**src/rtl/hall_pkg.sv**
```systemverilog
// Shared sector encodings, FSM state type and commutation helpers for the
// six-step hall commutator.
package hall_pkg;

  localparam logic [2:0] SECT_S1     = 3'b101;
  localparam logic [2:0] SECT_S2     = 3'b100;
  localparam logic [2:0] SECT_S3     = 3'b110;
  localparam logic [2:0] SECT_S4     = 3'b010;
  localparam logic [2:0] SECT_S5     = 3'b011;
  localparam logic [2:0] SECT_S6     = 3'b001;
  localparam logic [2:0] ILLEGAL_000 = 3'b000;
  localparam logic [2:0] ILLEGAL_111 = 3'b111;

  // Sector index 0..5 stands for S1..S6; SECT_NONE marks an illegal code.
  localparam logic [2:0] SECT_NONE   = 3'd7;

  typedef enum logic [1:0] {
    ST_IDLE,
    ST_DEADTIME,
    ST_DRIVE,
    ST_FAULT
  } state_t;

  function automatic logic hall_legal(input logic [2:0] h);
    return !((h == ILLEGAL_000) || (h == ILLEGAL_111));
  endfunction

  function automatic logic [2:0] sector_index(input logic [2:0] h);
    case (h)
      SECT_S1: return 3'd0;
      SECT_S2: return 3'd1;
      SECT_S3: return 3'd2;
      SECT_S4: return 3'd3;
      SECT_S5: return 3'd4;
      SECT_S6: return 3'd5;
      default: return SECT_NONE;
    endcase
  endfunction

  function automatic logic [2:0] sector_inc(input logic [2:0] idx);
    return (idx == 3'd5) ? 3'd0 : idx + 3'd1;
  endfunction

  function automatic logic [2:0] sector_dec(input logic [2:0] idx);
    return (idx == 3'd0) ? 3'd5 : idx - 3'd1;
  endfunction

  // Returns {high[2:0], low[2:0]}, bit 2 = phase A.
  function automatic logic [5:0] drive_pattern(input logic [2:0] idx,
                                               input logic       dir,
                                               input logic       brk);
    logic [2:0] hi;
    logic [2:0] lo;
    hi = 3'b000;
    lo = 3'b000;
    case (idx)
      3'd0: begin hi = 3'b100; lo = 3'b010; end
      3'd1: begin hi = 3'b100; lo = 3'b001; end
      3'd2: begin hi = 3'b010; lo = 3'b001; end
      3'd3: begin hi = 3'b010; lo = 3'b100; end
      3'd4: begin hi = 3'b001; lo = 3'b100; end
      3'd5: begin hi = 3'b001; lo = 3'b010; end
      default: ;
    endcase
    if (brk) return {3'b000, 3'b111};
    return dir ? {hi, lo} : {lo, hi};
  endfunction

endpackage

```
**src/rtl/hall_debounce.sv**
```systemverilog
// Two-flop synchroniser for the raw hall pins followed by a stability counter
// that only lets a value through after DEBOUNCE_CYCLES identical samples.
module hall_debounce #(
  parameter int DEBOUNCE_CYCLES = 8
) (
  input  logic       clk,
  input  logic       rst,
  input  logic [2:0] i_hall,
  output logic [2:0] o_hall_filt,
  output logic       o_filt_upd
);

  localparam int CW = $clog2(DEBOUNCE_CYCLES + 1);
  localparam logic [CW-1:0] CNT_MAX = CW'(DEBOUNCE_CYCLES);

  logic [2:0]    r_sync1;
  logic [2:0]    r_sync2;
  logic [2:0]    r_cand;
  logic [2:0]    r_filt;
  logic [CW-1:0] r_cnt;
  logic          r_upd;
  logic [CW-1:0] w_cnt_next;

  // r_cnt is the run length of r_cand; a new sample value restarts it at 1.
  always_comb begin
    // NOTE: default first so every path assigns w_cnt_next and no latch is inferred.
    w_cnt_next = CW'(1);
    if (r_sync2 == r_cand)
      w_cnt_next = (r_cnt == CNT_MAX) ? CNT_MAX : r_cnt + CW'(1);
  end

  always_ff @(posedge clk) begin
    // NOTE: non-blocking assignments so every flop samples pre-edge values.
    if (rst) begin
      r_sync1 <= 3'b000;
      r_sync2 <= 3'b000;
      r_cand  <= 3'b000;
      r_filt  <= 3'b000;
      r_cnt   <= '0;
      r_upd   <= 1'b0;
    end else begin
      r_sync1 <= i_hall;
      r_sync2 <= r_sync1;
      r_cand  <= r_sync2;
      r_cnt   <= w_cnt_next;
      r_upd   <= 1'b0;
      if ((w_cnt_next == CNT_MAX) && (r_sync2 != r_filt)) begin
        r_filt <= r_sync2;
        r_upd  <= 1'b1;
      end
    end
  end

  assign o_hall_filt = r_filt;
  assign o_filt_upd  = r_upd;

endmodule

```
**src/rtl/hall_commutator.sv**
```systemverilog
// Six-step BLDC commutation controller: debounced hall decode, dead-time
// insertion on every pattern change, latched hall faults and step odometry.
module hall_commutator
  import hall_pkg::*;
#(
  parameter int DEBOUNCE_CYCLES = 8,
  parameter int DEADTIME_CYCLES = 4,
  parameter int CNT_WIDTH       = 16
) (
  input  logic                 clk,
  input  logic                 rst,
  input  logic [2:0]           hall,
  input  logic                 en,
  input  logic                 direction,
  input  logic                 brake,
  input  logic                 fault_clr,
  output logic [2:0]           phase_h,
  output logic [2:0]           phase_l,
  output logic                 hall_fault,
  output logic                 skip_err,
  output logic                 step_strobe,
  output logic [CNT_WIDTH-1:0] step_count,
  output logic [2:0]           hall_filt
);

  localparam int DT_W = (DEADTIME_CYCLES > 1) ? $clog2(DEADTIME_CYCLES) : 1;
  localparam logic [DT_W-1:0] DT_LAST = DT_W'(DEADTIME_CYCLES - 1);

  logic [2:0]           w_hall_filt;
  logic                 w_upd;
  logic                 w_legal;
  logic                 w_seen;
  logic [2:0]           w_new_idx;
  logic [2:0]           w_old_idx;
  logic [5:0]           w_target;

  state_t               r_state;
  logic [DT_W-1:0]      r_dt_cnt;
  logic [2:0]           r_phase_h;
  logic [2:0]           r_phase_l;
  logic                 r_fault;
  logic [2:0]           r_filt_d;
  logic                 r_seen;
  logic                 r_strobe;
  logic                 r_skip;
  logic [CNT_WIDTH-1:0] r_count;

  hall_debounce #(
    .DEBOUNCE_CYCLES(DEBOUNCE_CYCLES)
  ) u_debounce (
    .clk        (clk),
    .rst        (rst),
    .i_hall     (hall),
    .o_hall_filt(w_hall_filt),
    .o_filt_upd (w_upd)
  );

  // Right after reset hall_filt holds 000 without a real sample behind it;
  // the fault check only arms once the filter has loaded a value.
  assign w_seen    = r_seen | w_upd;
  assign w_legal   = hall_legal(w_hall_filt);
  assign w_new_idx = sector_index(w_hall_filt);
  assign w_old_idx = sector_index(r_filt_d);
  assign w_target  = drive_pattern(w_new_idx, direction, brake);

  always_ff @(posedge clk) begin
    if (rst) begin
      r_state   <= ST_IDLE;
      r_dt_cnt  <= '0;
      r_phase_h <= 3'b000;
      r_phase_l <= 3'b000;
      r_fault   <= 1'b0;
    end else if (w_seen && !w_legal) begin
      r_state   <= ST_FAULT;
      r_phase_h <= 3'b000;
      r_phase_l <= 3'b000;
      r_fault   <= 1'b1;
    end else if (r_state == ST_FAULT) begin
      // Latched: only an explicit clear with a legal hall releases it.
      if (fault_clr) begin
        r_state <= ST_IDLE;
        r_fault <= 1'b0;
      end
    end else if (!en) begin
      r_state   <= ST_IDLE;
      r_phase_h <= 3'b000;
      r_phase_l <= 3'b000;
    end else begin
      unique case (r_state)
        ST_IDLE: begin
          if (w_legal) begin
            r_state  <= ST_DEADTIME;
            r_dt_cnt <= '0;
          end
        end
        ST_DEADTIME: begin
          if (r_dt_cnt == DT_LAST) begin
            r_state                <= ST_DRIVE;
            {r_phase_h, r_phase_l} <= w_target;
          end else begin
            r_dt_cnt <= r_dt_cnt + DT_W'(1);
          end
        end
        ST_DRIVE: begin
          if (w_target != {r_phase_h, r_phase_l}) begin
            r_state   <= ST_DEADTIME;
            r_dt_cnt  <= '0;
            r_phase_h <= 3'b000;
            r_phase_l <= 3'b000;
          end
        end
        default: r_state <= ST_IDLE;
      endcase
    end
  end

  // Odometry runs regardless of drive state or enable.
  always_ff @(posedge clk) begin
    if (rst) begin
      r_filt_d <= 3'b000;
      r_seen   <= 1'b0;
      r_strobe <= 1'b0;
      r_skip   <= 1'b0;
      r_count  <= '0;
    end else begin
      r_filt_d <= w_hall_filt;
      r_strobe <= 1'b0;
      r_skip   <= 1'b0;
      if (w_upd) r_seen <= 1'b1;
      if (w_upd && (w_old_idx != SECT_NONE) && (w_new_idx != SECT_NONE)) begin
        if (w_new_idx == sector_inc(w_old_idx)) begin
          r_strobe <= 1'b1;
          r_count  <= r_count + CNT_WIDTH'(1);
        end else if (w_new_idx == sector_dec(w_old_idx)) begin
          r_strobe <= 1'b1;
          r_count  <= r_count - CNT_WIDTH'(1);
        end else begin
          r_skip <= 1'b1;
        end
      end
    end
  end

  assign phase_h     = r_phase_h;
  assign phase_l     = r_phase_l;
  assign hall_fault  = r_fault;
  assign skip_err    = r_skip;
  assign step_strobe = r_strobe;
  assign step_count  = r_count;
  assign hall_filt   = w_hall_filt;

endmodule

```
**config.mk**
```make
export PLATFORM = sky130hd
export DESIGN_NAME = hall_commutator
export DESIGN_NICKNAME = d
export VERILOG_FILES = /design/src/rtl/hall_pkg.sv /design/src/rtl/hall_debounce.sv /design/src/rtl/hall_commutator.sv
export SDC_FILE = /design/constraint.sdc
export NUM_CORES = 1
export LEC_CHECK = 0
export ABC_CLOCK_PERIOD_IN_PS = 4570
export BUFFER_PORTS_ARGS = -buffer_cell sky130_fd_sc_hd__buf_2
export CORE_MARGIN = 2
export CORE_UTILIZATION = 30
export CTS_CLUSTER_SIZE = 14
export DETAILED_ROUTE_END_ITERATION = 10
export HOLD_SLACK_MARGIN = 0.12
export PLACE_DENSITY_LB_ADDON = 0.12
export SETUP_SLACK_MARGIN = 0.15
export SLEW_MARGIN = 20
export SYNTH_ARGS = -nofsm -noshare
export SYNTH_HDL_FRONTEND = slang
export SYNTH_SLANG_ARGS = --single-unit
export TNS_END_PERCENT = 20
```
**constraint.sdc**
```tcl
create_clock -name clk -period 4.57 [get_ports clk]
set_clock_uncertainty 0.15 [all_clocks]
set_input_delay 0.6855 -clock clk [delete_from_list [all_inputs] [get_ports clk]]
set_output_delay 0.6855 -clock clk [all_outputs]
set_load 0.01 [all_outputs]
```
**Word level (Yosys, flattened, before mapping)**

Cells that the tools add are included.

- Register bits after elaboration: 50
- Bits of input ports: 9
- Output and inout port bits: 28
- Logic and storage cells: 135

- Add/subtract/negate cells: 6
- Equal/unequal tests: 42
- Muxes and demuxes: 40
- Bitwise operators: 4
- Reductions and logical operators: 27

Operators by type and width:

| operator | count |
|---|---|
| one-hot mux 3 bit (6 select lines) | 2 |
| two-way mux 16 bit | 2 |
| == test 3 bit, second input constant | 10 |
| two-way mux 3 bit | 7 |
| two-way mux 2 bit | 10 |
| == test 3 x 2 -> 1 bit, second input constant | 6 |
| two-way mux 6 bit | 3 |
| one-hot mux 3 bit (3 select lines) | 2 |
| adder 16 x 1 -> 16 bit, second input constant | 1 |
| OR reduction 2 bit | 8 |
| subtractor 16 x 1 -> 16 bit, second input constant | 1 |
| inequality test 3 bit, second input constant | 5 |
| inequality test 5 bit, second input constant | 3 |
| one-hot mux 2 bit (3 select lines) | 2 |
| one-hot mux 3 bit (2 select lines) | 2 |
| == test 3 x 1 -> 1 bit, second input constant | 3 |
| == test 3 bit | 3 |
| zero test 3 bit | 3 |
| == test 4 bit, second input constant | 2 |
| two-way mux 1 bit | 8 |
| two-way mux 4 bit | 2 |
| AND reduction 4 bit | 2 |
| AND reduction 7 bit | 1 |
| == test 2 bit, second input constant | 3 |
| other kinds (18) | 28 |

**Logic depth before layout (Yosys ltp)**

- Word-level depth: 13
- Gate-level depth with buffers: 18
- Depth with buffers taken out: 15

**Hierarchy**

From an unflattened synthesis, not the netlist that was laid out.

- Cell total of the unflattened synthesis: 362
- Area, all modules: 3231.8 um^2

Modules (own cells, without submodules):

| module | times used | cells each | area an instance (um^2) | seq. area each (um^2) |
|---|---|---|---|---|
| hall_commutator | 1 | 302 | 2552.4 | 660.6 |
| hall_debounce | 1 | 60 | 679.4 | 340.3 |

**Worst setup path after synthesis**

OpenSTA, ideal clock, no wires.

- Path kind: reg-to-reg
- Start: register r_filt_d[0]
- End: register r_count[15], in the netlist step_count[15]
- Library setup time: 123 ps
- Arrival: 3905 ps
- Data required time: 4297 ps
- Slack: 392 ps
- Cell stages (with the launch flop): 18
- Buffers on the path: 3
- Clock period less this slack: 4178 ps
- Path through: dfxtp_1 clkbuf_1 o21ai_0 ha_1 clkbuf_1 nand2_1 a2111oi_2 nor3_1 a22o_2 ha_1 clkbuf_1 nand2_1 or3_1 a211o_1 a21o_1 and3_1 o21ai_1 mux2_1

- Longest elaborated chain between the ends: 7
- Elaborated cells between the ends (all ways): 21
- Those cells by class: 2 x add/sub; 10 x eq/ne; 4 x mux; 5 x reduce/logical

Ends and longest elaborated chain:

| what | line | source |
|---|---|---|
| start: declaration | hall_commutator.sv:42 | `logic [2:0] r_filt_d;` |
| start signal: assignment | hall_commutator.sv:126 | `r_filt_d <= w_hall_filt;` |
| == test 3 x 1 -> 1 bit, or another cell as far along | hall_pkg.sv:29 | `case (h)` |
| one-hot mux 3 bit (6 select lines) (*) | hall_pkg.sv:29 |  |
| adder 3 x 1 -> 3 bit, or another cell as far along | hall_pkg.sv:41 | `return (idx == 3'd5) ? 3'd0 : idx + 3'd1;` |
| two-way mux 3 bit (on tied branches) | hall_pkg.sv:41, hall_pkg.sv:45 |  |
| == test 3 bit (on tied branches) | hall_commutator.sv:131, hall_commutator.sv:134 |  |
| nonzero test 2 bit (no line) | - |  |
| AND reduction 2 bit (no line) | - |  |
| end signal: assignment | hall_commutator.sv:133 | `r_count <= r_count + CNT_WIDTH'(1);` |
| end signal: assignment | hall_commutator.sv:136 | `r_count <= r_count - CNT_WIDTH'(1);` |
| end: declaration | hall_commutator.sv:46 | `logic [CNT_WIDTH-1:0] r_count;` |

Mark *: on every way between the ends. The rest lies on a longest branch, timed or not.
A chain may end at the register's enable or synchronous reset.

**Final worst setup path**

- Start: register r_filt_d[2]
- End: register r_count[15], in the netlist step_count[15]

The elaborated chain is that of the path after synthesis.

==> results by group <==
Routing
  • DR vias: about 2600
  • Number of DRC markers in iteration 0: 200
  • DR WL/cell: roughly 13 µm
  • Drt drc: 0
  • Wirelength, routed: 6980 µm
  • Vias per cell: about 5
  • TritonRoute pass-1 iters: 4
  • Routed Antenna Nets: 0

STA
  • Max Transition Viols Final: 0
  • Slew @ Worst Pin: ~910 ps
  • Setup WS post-layout: between 400 and 500 ps
  • Fmax: about 240 MHz
  • RSZ-0062 raised after global routing: false
  • Max-slew headroom: approximately 39%
  • Minimum clock period: 4130 ps
  • Fin crit share: about nine tenths
  • Final setup TNS: 0 ps
  • Hold Vio Cnt, Final: 0
  • Final setup vio count: 0

Synth
  • Syn Inst Count: approximately 370
  • Dominant cell type by area after synthesis: dfxtp_1
  • Syn nets: ~400
  • Top post-synthesis cells by count: dfxtp_1 (50), nor2_1 (37), a21oi_1 (23), nand2_1 (21)
  • Ys async rst share: 0%
  • Dominant cells by area after synthesis: dfxtp_1 (32%), ha_1 (7.1%), xnor2_1 (5.0%), mux2i_1 (4.4%), nor2_1 (4.4%)
  • Yosys warnings: 0
  • Avg Cell Area, Syn: approximately 8.6 µm²
  • Synthesized area: 3160 µm²
  • Seq/Total Area, Yosys: a little under a third
  • Number of distinct library cells after synthesis: 65
  • Most frequent cell after synthesis: dfxtp_1
  • Proportion of netlist area held by the largest area contributor: 31.7%
  • Post-synth EDFFs: 0
  • Synth Flop Type: dfxtp_1
  • Synth Register Bits: 50

Worst hold path
  • Worst min path class: reg -> reg

Placement
  • I/O Buffers: 36
  • Placement Cell Area: 3400 µm²
  • GP Congestion: between 0.7 and 0.8
  • Pre-CTS WS: between 200 and 250 ps
  • HPWL after DPL: a little under 5000 µm

Clock tree
  • Hold Buf Count CTS: 0
  • CTS clk-pin slew, worst paths: roughly 100 ps
  • CTS tree: done
  • Clock Tree Root: clkbuf_8
  • Max Buffers Root-to-Sink: 2
  • Clk_lat worst skew: around 310 ps
  • H-Tree Depth: 2
  • Post-CTS setup buffers: 0
  • Clk sinks: 50
  • Total CTS buffers: 5

Global route
  • Global-route wire length before repair: around 12000 µm
  • Total grt overflow: 0
  • Met2 Usage GRT: a little over a fifth
  • Met1 usage: around 16%
  • GRT Max-Usage Layer: met2
  • Largest net degree at the start of global routing: 47
  • Met3 Usage GRT: approximately 2.6%
  • Gr usage total: between 10% and 20%
  • Initial antenna violation count: 0
  • Number of global-route vias before repair: around 2400

Floorplanning
  • Cell Rows: 37
  • Total core area: 10300 µm²
  • Die area: between 10000 and 15000 µm²
  • Chip width: 107 µm
  • Die height: 107 µm
  • Initial Util: roughly 30%
  • Top Ports: 37

Power and ir drop
  • Combinational Power Share: 6.1%
  • Switching share of power: between 20% and 30%
  • Switching Power: 0.196 mW
  • Clk network pwr share: slightly below 40%
  • Peak supply drop: between 0.1 and 0.15 mV
  • PD cells: 233 nW/µm²
  • Int Power: 0.625 mW
  • Reg power frac: 54.8%
  • Leak Pwr: 1.40 nW

Final layout
  • Fillcell total: 1124
  • Design Area, Final: 3530 µm²
  • Syn-to-layout area delta: 11.6%
  • Ant diodes: 0
  • Layout cells sized above 1: between 10% and 20%
  • Fin util: 34.3%
  • Register area: 1000 µm²
  • Layout Nets: approximately 420
  • Area of the multi-input gates: about 2000 µm²

Setup path
  • Slowest stage delay, CP: about 480 ps
  • Sequence of cells on the critical path: mux2i_1 > ha_1 > nand2_1 > a2111oi_2 > nor3_1 > a22o_4 > ha_1 > o21ai_1 > or3_1 > a211o_1 > a21o_1 > and3_1 > o21ai_1 > mux2_1
  • CP Class: reg -> reg
  • Crit-path slowest cell: dfxtp_2
  • CP endpoint kind: flip-flop
  • Worst Path Arrival: ~4200 ps
  • CP max FO: 19
  • Startpoint Class: flip-flop
  • Worst path required time: between 4000 and 5000 ps

Job
  • # Max-Cap Violations: 0

Outcome
  • Outcome: completed
==> state kept, by name, indices dropped and copies added, names as in the netlist, 2 cells and up <==
register and cells:
r_filt_d 3, r_state 2, u_debounce.r_cnt 4, phase_l 3
u_debounce.r_cand 3, u_debounce.o_hall_filt 3, u_debounce.r_sync2 3, phase_h 3
step_count 16, r_dt_cnt 2, u_debounce.r_sync1 3
==> power groups by stage <==
stage / sequential [mW] / combinational [mW] / clock [mW]
after CTS: 0.450 / 0.0512 / 0.343
after detailed placement: 0.460 / 0.0510 / 0
after global placement: 0.460 / 0.0508 / 0
after global routing: 0.451 / 0.0573 / 0.360
final: 0.450 / 0.0504 / 0.321
after floorplan: 0.458 / 0.0390 / 0
==> metal layers <==
| metal | share of wire [%] | vias to the layer above | routed length [µm] |
|---|---|---|---|
| met4 | 1.3 | 0 | 88 |
| met3 | 3.9 | 7 | 270 |
| met1 | 47 | 1205 | 3260 |
| met2 | 48 | 49 | 3350 |
| li1 | - | 1370 | - |
| met5 | 0 | - | 0 |
==> path summary, 6_finish.rpt <==
kind,from,to,slack [ps],cells after the start
worst max-delay path,r_filt_d[2]$_SDFF_PP0_,step_count[15]$_SDFFE_PP0P_,440,14
worst min register to register,u_debounce.r_sync1[0]$_SDFF_PP0_,u_debounce.r_sync2[0]$_SDFF_PP0_,300,1
worst min-delay path,u_debounce.r_sync1[0]$_SDFF_PP0_,u_debounce.r_sync2[0]$_SDFF_PP0_,300,1
worst max register to register,r_filt_d[2]$_SDFF_PP0_,step_count[15]$_SDFFE_PP0P_,440,14
==> through the flow <==
stage                     cells  power [mW]  hold slack, ps
after floorplan             368       0.497             264
after global placement      522       0.511             271
after detailed placement    522       0.511             285
after CTS                   530       0.845             308
after global routing        530       0.869             315
final                       530       0.821             298
==> layout by cell type (no fill, tap or decap), drive strengths merged, types with 11 or more instances in the layout <==
cell / Yosys / routed
mux2i: 14 / 14
nand2: 21 / 21
ha: 18 / 18
nand3: 11 / 11
nor2: 38 / 38
nor2b: 15 / 15
dfxtp: 50 / 50
o21ai: 22 / 22
xnor2: 18 / 18
buf: 12 / 39
a21oi: 26 / 26
==> cell families (layout without fill, tap and decap cells) <==
family,after synthesis,after routing,share of synthesized area (%)
mux,15,15,4.79
simple gates,134,134,22.9
xor+xnor,27,27,7.48
buf+inv,31,57,5.34
flops,50,50,31.7
compound gates,92,92,20.1
fa+ha+maj,19,19,7.76
==> repair_timing <==
item / 4_1_cts / 5_1_grt
setup endpoints to repair: 0 / 4
hold endpoints to repair: 0 / 0
gates resized for setup: 0 / 4
==> critical path, delay by kind of cell, from the launching register on <==
| kind | cells | cell delay [ps] |
|---|---|---|
| adder cells (fa/ha/maj) | 2 | 830 |
| flip-flops | 1 | 480 |
| AO/OA/AOI/OAI | 6 | 1360 |
| AND/OR/NAND/NOR | 4 | 750 |
| multiplexers | 2 | 430 |
==> layout make-up <==
type | count | share of cell area [%]
inverters | 10 | 1.06
flip-flops and latches | 50 | 28.5
well taps | 136 | 4.82
clock buffers | 5 | 1.95
multi-input cells | 287 | 56.7
clock inverters | 3 | 1.28
repair buffers | 39 | 5.74
No activity file was read; power rests on OpenSTA's default activity.
